==> src/rtl/spectrum_peak_hold_if.sv <==
// Bin hand-over from the sdft read-out plus the resulting freq_bram write port.
interface spectrum_peak_hold_if #(
    parameter int unsigned bin_addr_w = 4,
    parameter int unsigned freq_w     = 9,
    parameter int unsigned out_w      = 9
) ();
    logic                     in_valid;
    logic                     in_ready;
    logic [bin_addr_w-1:0]    in_addr;
    logic signed [freq_w-1:0] in_real;
    logic signed [freq_w-1:0] in_imag;
    logic                     out_w_en;
    logic [bin_addr_w-1:0]    out_w_addr;
    logic [out_w-1:0]         out_data;

    modport master (
        output in_valid, in_addr, in_real, in_imag,
        input  in_ready, out_w_en, out_w_addr, out_data
    );

    modport slave (
        input  in_valid, in_addr, in_real, in_imag,
        output in_ready, out_w_en, out_w_addr, out_data
    );
endinterface

==> src/rtl/spectrum_peak_hold.sv <==
// Per-bin power computation with peak-hold and periodic decay, feeding freq_bram.
module spectrum_peak_hold #(
    parameter int unsigned freq_bins    = 16,
    parameter int unsigned bin_addr_w   = 4,
    parameter int unsigned freq_w       = 9,
    parameter int unsigned out_w        = 9,
    parameter int unsigned power_shift  = 8,
    parameter int unsigned decay_frames = 4,
    parameter int unsigned decay_step   = 1
) (
    input  logic                 clk,
    input  logic                 reset_n,
    input  logic                 hold_en,
    input  logic                 clear,
    spectrum_peak_hold_if.slave  bus
);
    localparam int unsigned sq_w  = 2 * freq_w;
    localparam int unsigned sum_w = 2 * freq_w + 1;
    localparam int unsigned cnt_w = (decay_frames > 1) ? $clog2(decay_frames) : 1;
    localparam int unsigned idx_w = (freq_bins > 1) ? $clog2(freq_bins) : 1;
    localparam logic [sum_w-1:0] p_max = sum_w'(2 ** out_w - 1);

    typedef enum logic [1:0] {IDLE, SQ, CMP, WR} state_t;

    state_t                   state_q, state_d;
    logic [bin_addr_w-1:0]    addr_q, addr_d;
    logic signed [freq_w-1:0] re_q, re_d, im_q, im_d;
    logic [sq_w-1:0]          re_sq_q, re_sq_d, im_sq_q, im_sq_d;
    logic [out_w-1:0]         p_q, p_d, n_q, n_d;
    logic [cnt_w-1:0]         frame_cnt_q, frame_cnt_d;
    logic [out_w-1:0]         hold_q [freq_bins];
    logic [out_w-1:0]         hold_d [freq_bins];
    logic                     in_ready_q, in_ready_d;
    logic                     out_w_en_q, out_w_en_d;
    logic [bin_addr_w-1:0]    out_w_addr_q, out_w_addr_d;
    logic [out_w-1:0]         out_data_q, out_data_d;

    logic signed [sq_w-1:0]   re_sq_s_c, im_sq_s_c;
    logic [sum_w-1:0]         sum_c, pw_c;
    logic [out_w-1:0]         p_c, h_c, h_dec_c, step_c, wr_val_c;
    logic [idx_w-1:0]         idx_c;
    logic                     in_range_c, decay_frame_c;

    // Datapath helpers: squares (signed, so -2**(freq_w-1) squares without overflow), power, decayed hold
    always_comb begin
        re_sq_s_c     = sq_w'(re_q) * sq_w'(re_q);
        im_sq_s_c     = sq_w'(im_q) * sq_w'(im_q);
        sum_c         = sum_w'(re_sq_q) + sum_w'(im_sq_q);
        pw_c          = sum_c >> power_shift;
        p_c           = (pw_c > p_max) ? out_w'(p_max) : out_w'(pw_c);
        in_range_c    = (32'(addr_q) < freq_bins);
        idx_c         = idx_w'(addr_q);
        h_c           = in_range_c ? hold_q[idx_c] : '0;
        step_c        = out_w'(decay_step);
        decay_frame_c = (32'(frame_cnt_q) == decay_frames - 1);
        h_dec_c       = h_c;
        if (decay_frame_c) begin
            h_dec_c = (h_c > step_c) ? (h_c - step_c) : '0;
        end
    end

    // Next-state and registered-output logic for the IDLE -> SQ -> CMP -> WR pipeline
    always_comb begin
        state_d      = state_q;
        addr_d       = addr_q;
        re_d         = re_q;
        im_d         = im_q;
        re_sq_d      = re_sq_q;
        im_sq_d      = im_sq_q;
        p_d          = p_q;
        n_d          = n_q;
        frame_cnt_d  = frame_cnt_q;
        hold_d       = hold_q;
        out_w_en_d   = 1'b0;
        out_w_addr_d = out_w_addr_q;
        out_data_d   = out_data_q;
        wr_val_c     = n_q;

        if (clear) begin
            for (int i = 0; i < int'(freq_bins); i++) begin
                hold_d[i] = '0;
            end
        end

        case (state_q)
            IDLE: begin
                if (bus.in_valid) begin
                    addr_d  = bus.in_addr;
                    re_d    = bus.in_real;
                    im_d    = bus.in_imag;
                    state_d = SQ;
                end
            end
            SQ: begin
                re_sq_d = $unsigned(re_sq_s_c);
                im_sq_d = $unsigned(im_sq_s_c);
                state_d = CMP;
            end
            CMP: begin
                p_d = p_c;
                n_d = p_c;
                // A clear in this cycle means the held value is treated as zero
                if (hold_en && !clear && (h_dec_c > p_c)) begin
                    n_d = h_dec_c;
                end
                state_d = WR;
            end
            WR: begin
                wr_val_c = clear ? p_q : n_q;
                if (in_range_c) begin
                    hold_d[idx_c] = wr_val_c;
                    out_w_en_d    = 1'b1;
                    out_w_addr_d  = addr_q;
                    out_data_d    = wr_val_c;
                    if (32'(addr_q) == freq_bins - 1) begin
                        frame_cnt_d = decay_frame_c ? '0 : frame_cnt_q + cnt_w'(1);
                    end
                end
                state_d = IDLE;
            end
            default: state_d = IDLE;
        endcase

        in_ready_d = (state_d == IDLE);
    end

    // State and datapath registers
    always_ff @(posedge clk or negedge reset_n) begin
        if (!reset_n) begin
            state_q      <= IDLE;
            addr_q       <= '0;
            re_q         <= '0;
            im_q         <= '0;
            re_sq_q      <= '0;
            im_sq_q      <= '0;
            p_q          <= '0;
            n_q          <= '0;
            frame_cnt_q  <= '0;
            in_ready_q   <= 1'b1;
            out_w_en_q   <= 1'b0;
            out_w_addr_q <= '0;
            out_data_q   <= '0;
            for (int i = 0; i < int'(freq_bins); i++) begin
                hold_q[i] <= '0;
            end
        end else begin
            state_q      <= state_d;
            addr_q       <= addr_d;
            re_q         <= re_d;
            im_q         <= im_d;
            re_sq_q      <= re_sq_d;
            im_sq_q      <= im_sq_d;
            p_q          <= p_d;
            n_q          <= n_d;
            frame_cnt_q  <= frame_cnt_d;
            in_ready_q   <= in_ready_d;
            out_w_en_q   <= out_w_en_d;
            out_w_addr_q <= out_w_addr_d;
            out_data_q   <= out_data_d;
            hold_q       <= hold_d;
        end
    end

    assign bus.in_ready   = in_ready_q;
    assign bus.out_w_en   = out_w_en_q;
    assign bus.out_w_addr = out_w_addr_q;
    assign bus.out_data   = out_data_q;

endmodule
==> src/flat_wrapper.sv <==
// flat-port wrapper written by rule: the top's interface ports become plain ports
module spectrum_peak_hold_flat 
#(
    parameter int unsigned freq_bins    = 16,
    parameter int unsigned bin_addr_w   = 4,
    parameter int unsigned freq_w       = 9,
    parameter int unsigned out_w        = 9,
    parameter int unsigned power_shift  = 8,
    parameter int unsigned decay_frames = 4,
    parameter int unsigned decay_step   = 1
)
  (clk, reset_n, hold_en, clear, bus_in_valid, bus_in_addr, bus_in_real, bus_in_imag, bus_in_ready, bus_out_w_en, bus_out_w_addr, bus_out_data);
  spectrum_peak_hold_if #(.bin_addr_w(bin_addr_w), .freq_w(freq_w), .out_w(out_w)) bus_i ();
  input  logic clk;
  input  logic reset_n;
  input  logic hold_en;
  input  logic clear;
  input wire logic [$bits(bus_i.in_valid)-1:0] bus_in_valid;
  input wire logic [$bits(bus_i.in_addr)-1:0] bus_in_addr;
  input wire logic [$bits(bus_i.in_real)-1:0] bus_in_real;
  input wire logic [$bits(bus_i.in_imag)-1:0] bus_in_imag;
  output wire logic [$bits(bus_i.in_ready)-1:0] bus_in_ready;
  output wire logic [$bits(bus_i.out_w_en)-1:0] bus_out_w_en;
  output wire logic [$bits(bus_i.out_w_addr)-1:0] bus_out_w_addr;
  output wire logic [$bits(bus_i.out_data)-1:0] bus_out_data;
  assign bus_i.in_valid = bus_in_valid;
  assign bus_i.in_addr = bus_in_addr;
  assign bus_i.in_real = bus_in_real;
  assign bus_i.in_imag = bus_in_imag;
  assign bus_in_ready = bus_i.in_ready;
  assign bus_out_w_en = bus_i.out_w_en;
  assign bus_out_w_addr = bus_i.out_w_addr;
  assign bus_out_data = bus_i.out_data;
  spectrum_peak_hold #(.freq_bins(freq_bins), .bin_addr_w(bin_addr_w), .freq_w(freq_w), .out_w(out_w), .power_shift(power_shift), .decay_frames(decay_frames), .decay_step(decay_step)) u_core (.clk(clk), .reset_n(reset_n), .hold_en(hold_en), .clear(clear), .bus(bus_i));
endmodule
==> config.mk <==
export PLATFORM = sky130hd
export DESIGN_NAME = spectrum_peak_hold_flat
export DESIGN_NICKNAME = d
export VERILOG_FILES = /design/src/rtl/spectrum_peak_hold_if.sv /design/src/rtl/spectrum_peak_hold.sv /design/src/flat_wrapper.sv
export SDC_FILE = /design/constraint.sdc
export NUM_CORES = 1
export LEC_CHECK = 0
export ABC_CLOCK_PERIOD_IN_PS = 9500
export BUFFER_PORTS_ARGS = -buffer_cell sky130_fd_sc_hd__buf_2
export CAP_MARGIN = 20
export CELL_PAD_IN_SITES_DETAIL_PLACEMENT = 0
export CELL_PAD_IN_SITES_GLOBAL_PLACEMENT = 1
export CORE_MARGIN = 4
export CORE_UTILIZATION = 50
export DETAILED_ROUTE_END_ITERATION = 6
export GPL_TIMING_DRIVEN = 0
export HOLD_SLACK_MARGIN = 0.15
export PLACE_DENSITY = 0.87
export SLEW_MARGIN = 20
export SYNTH_ARGS = -nofsm -noshare
export SYNTH_HDL_FRONTEND = slang
export SYNTH_SLANG_ARGS = --single-unit
export TNS_END_PERCENT = 5
==> constraint.sdc <==
create_clock -name clk -period 9.5 [get_ports clk]
set_input_delay 0.475 -clock clk [delete_from_list [all_inputs] [get_ports clk]]
set_output_delay 0.475 -clock clk [all_outputs]
set_load 0.02 [all_outputs]
==> results.txt <==
CTS tree: built
Slowest CP cell: clkbuf_1
Hold Path Class: input pin to flip-flop
Cts hold-fix bufs: 21
Dpl hpwl: 30.3 mm
Register area share after synthesis: 0.352
Vias/cell: 5.71
Clk buf depth: 3
RSZ-0062 raised after global routing: no
Critical path endpoint category: flip-flop
Async SR Flop Fraction: 1.00
Yosys top cell by area: dfrtp_1
Setup tns final: 0 ns
Largest net degree at the start of global routing: 98
Drt wl/cell: 19.3 µm
Hold Crit Start: bus_in_addr[3]
Fin worst setup slack: 3.35 ns
Fin crit period: 6.15 ns
Max FO, Critical Path: 10
Cell count after synthesis: 1,573
Post-CTS Resized: 0
First-pass GRT wire length: 67.7 mm
1st-pass router iterations: 5
CTS root buffer: clkbuf_16
GP Congestion: 0.928
Antenna viol nets, final: 0
Die height: 191 µm
Chip width: 191 µm
Worst EP arrival: 6.59 ns
CP delay by family, top: buffers and inverters
Max-Cap Viols: 0
P&R area growth vs syn: 11.7%
Mapped Nets: 1,826
WS Path Type: flip-flop to flip-flop
Synthesis Warnings: 0
Post-Synth Simple-Gate Area: 0.145
Synth Area in Adders: 0.223
Sink Count: 235
Syn avg cell area: 10.6 µm²
Routed vias: 12.1k
Synth Cell Area: 16,700 µm²
FILL cells: 2,853
Crit start category: flip-flop
# IOs: 42
Fraction of synthesized area in multiplexers: 0.0921
Nets@finish: 1,918
WHS: 0.171 ns
Total core area: 32,800 µm²
Worst setup path startpoint: u_core.addr_q[1]$_DFFE_PN0P_
Max_slew headroom: 0.291
CP cell instances: clkbuf_1 -> clkbuf_1 -> mux4_2 -> a22oi_1 -> and2_0 -> clkbuf_1 -> inv_1 -> ha_1 -> a21oi_1 -> and4bb_1 -> buf_4 -> o21ai_0 -> ha_1 -> and4_1 -> nand4_1 -> nor4bb_1 -> o21a_1 -> clkbuf_1 -> nor2b_1 -> o21a_1 -> a311o_1
Vias in the first global route: 12.6k
Routed WL: 41.1 mm
CP Data Required Time: 9.94 ns
DR DRC count: 0
Register area: 5880 µm²
Fin util: 0.569
Final setup violation count: 0
Area of the multi-input gates: 9830 µm²
Diodes inserted: 0
DP Worst Slack: 3.57 ns
FF+latch count, synth: 235
Initial antenna violation count: 0
Compound-cell area share of the yosys netlist: 0.104
Outcome: completed
Ys flop type: dfrtp_1
Peak Freq: 163 MHz
Crit-path max cell delay: 0.78 ns
Top cells by area, synth: dfrtp_1, fa_1, ha_1
CP bufs+invs: 6
Input/output buffers: 40
Synth unique cells: 65
Cts bufs inserted: 27
Core Rows: 66
Post-CTS Setup Bufs: 0
Post-Synth XOR/XNOR Area: 0.0241
GRT Residual Overflow: 0
Worst r2r src: u_core.addr_q[1]$_DFFE_PN0P_
Number of enable flip-flop cells after synthesis: 0
Yosys top cell area share: 0.350
CTS H-tree depth: 1
DRT iter0 DRCs: 784
Hold Vio Cnt, Final: 0
Share of cells above drive strength 1: 0.115
Initial Util: 0.510
Worst-path clk slew: 0.06 ns
Worst-Skew Late Latency: 0.56 ns
GRT Util Overall: 0.231
Worst-Margin Slew: 1.03 ns
Largest family of logic cells by synthesized area: adder cells
Clk_skew: 0.0232 ns
Final Cycle Share: 0.648
Die ar.: 36,400 µm²
Most used cell, CP: clkbuf_1
Fin. max-slew vios: 0
==> registers in the layout, indices dropped and copies added, names as in the netlist <==
name                   cells
u_core.addr_q              4
u_core.bus.in_ready        1
u_core.bus.out_data        9
u_core.bus.out_w_addr      4
u_core.bus.out_w_en        1
u_core.frame_cnt_q         2
u_core.hold_q            144
u_core.im_q                9
u_core.im_sq_q            16
u_core.n_q                 9
u_core.p_q                 9
u_core.re_q                9
u_core.re_sq_q            16
u_core.state_q             2
==> synth_stat cells, types with 9 or more instances <==
| master | number |
|---|---|
| a21o_1 | 14 |
| a21oi_1 | 45 |
| a22oi_1 | 10 |
| and2_1 | 50 |
| clkbuf_1 | 89 |
| dfrtp_1 | 234 |
| fa_1 | 119 |
| ha_1 | 107 |
| inv_1 | 160 |
| mux2_2 | 56 |
| mux2i_1 | 12 |
| mux4_2 | 35 |
| nand2_1 | 69 |
| nand2b_1 | 14 |
| nand3_1 | 13 |
| nand3b_1 | 146 |
| nor2_1 | 52 |
| nor2b_1 | 19 |
| nor3_1 | 13 |
| o21ai_0 | 169 |
| or3_1 | 9 |
| xnor2_1 | 35 |
| xor2_1 | 11 |
==> cells in the final DEF (no fill, tap or decap), types with 5 or more instances in the layout <==
cell type      netlist  final
dfrtp_1            234    234
o21ai_0            169    169
inv_1              160    160
nand3b_1           146    146
fa_1               119    119
ha_1               107    107
clkbuf_1            89     93
nand2_1             69     69
mux2_2              56     56
nor2_1              52     52
and2_1              50     50
a21oi_1             45     45
buf_2                4     43
mux4_2              35     35
xnor2_1             35     35
clkbuf_16            0     27
dlygate4sd3_1        0     21
nor2b_1             19     19
nand2b_1            14     14
a21o_1              14     14
nand3_1             13     13
nor3_1              13     13
mux2i_1             12     12
xor2_1              11     11
a22oi_1             10     10
or3_1                9      9
o31ai_1              7      7
and3_1               6      6
nand4_1              5      5
clkinv_2             0      5
==> layout make-up <==
type                       instances  area share
timing repair buffer              63      0.0255
clock buffer                      35      0.0399
buffer                            99      0.0214
multi-input combinational       1079       0.527
inverter                         160      0.0322
sequential                       235       0.315
clock inverter                    12     0.00965
tap                              442      0.0296
==> cells by family after synthesis <==
| group | after synthesis |
|---|---|
| AND/OR/NAND/NOR | 408 |
| buffers and inverters | 259 |
| flip-flops | 235 |
| AO/OA/AOI/OAI | 296 |
| XOR/XNOR | 46 |
| multiplexers | 103 |
| adder cells (fa/ha/maj) | 226 |
==> worst reg2reg max path: cells and delay by family (launching register included) <==
| family | cells | cell delay [ns] |
|---|---|---|
| simple gates | 6 | 1.23 |
| buf+inv | 6 | 2.14 |
| flops | 1 | 0.32 |
| fa+ha+maj | 2 | 0.48 |
| mux | 1 | 0.44 |
| compound gates | 6 | 1.42 |
==> metrics by stage <==
step	instances	instance area [µm²]
3_3_place_gp	2055	17500
3_5_place_dp	2057	17500
6_report	2125	18700
5_1_grt	2125	18700
4_1_cts	2125	18700
2_1_floorplan	1573	16700
==> worst paths after layout <==
| kind | cells past startpoint | slack [ns] | endpoint |
|---|---|---|---|
| max | 21 | 3.35 | u_core.n_q[2]$_DFFE_PN0P_ |
| max reg2reg | 21 | 3.35 | u_core.n_q[2]$_DFFE_PN0P_ |
| max in group asynchronous | 3 | 8.24 | u_core.re_sq_q[16]$_DFFE_PN0N_ |
| min | 2 | 0.17 | u_core.addr_q[3]$_DFFE_PN0P_ |
| min reg2reg | 2 | 0.51 | u_core.hold_q[6]$_DFF_PN0_ |
| min in group asynchronous | 2 | 0.43 | u_core.hold_q[143]$_DFF_PN0_ |
==> per-layer routing <==
layer  GRT usage  vias up  wire [µm]
met5           0        -          0
met4      0.0608        0       1010
met3      0.0262       60       1830
met1       0.314     6198      17400
met2       0.398      294      20900
li1            -     5575          -
Power is not shown: default switching activity piles up to over one toggle a cycle in this logic, so the estimate is an artifact.
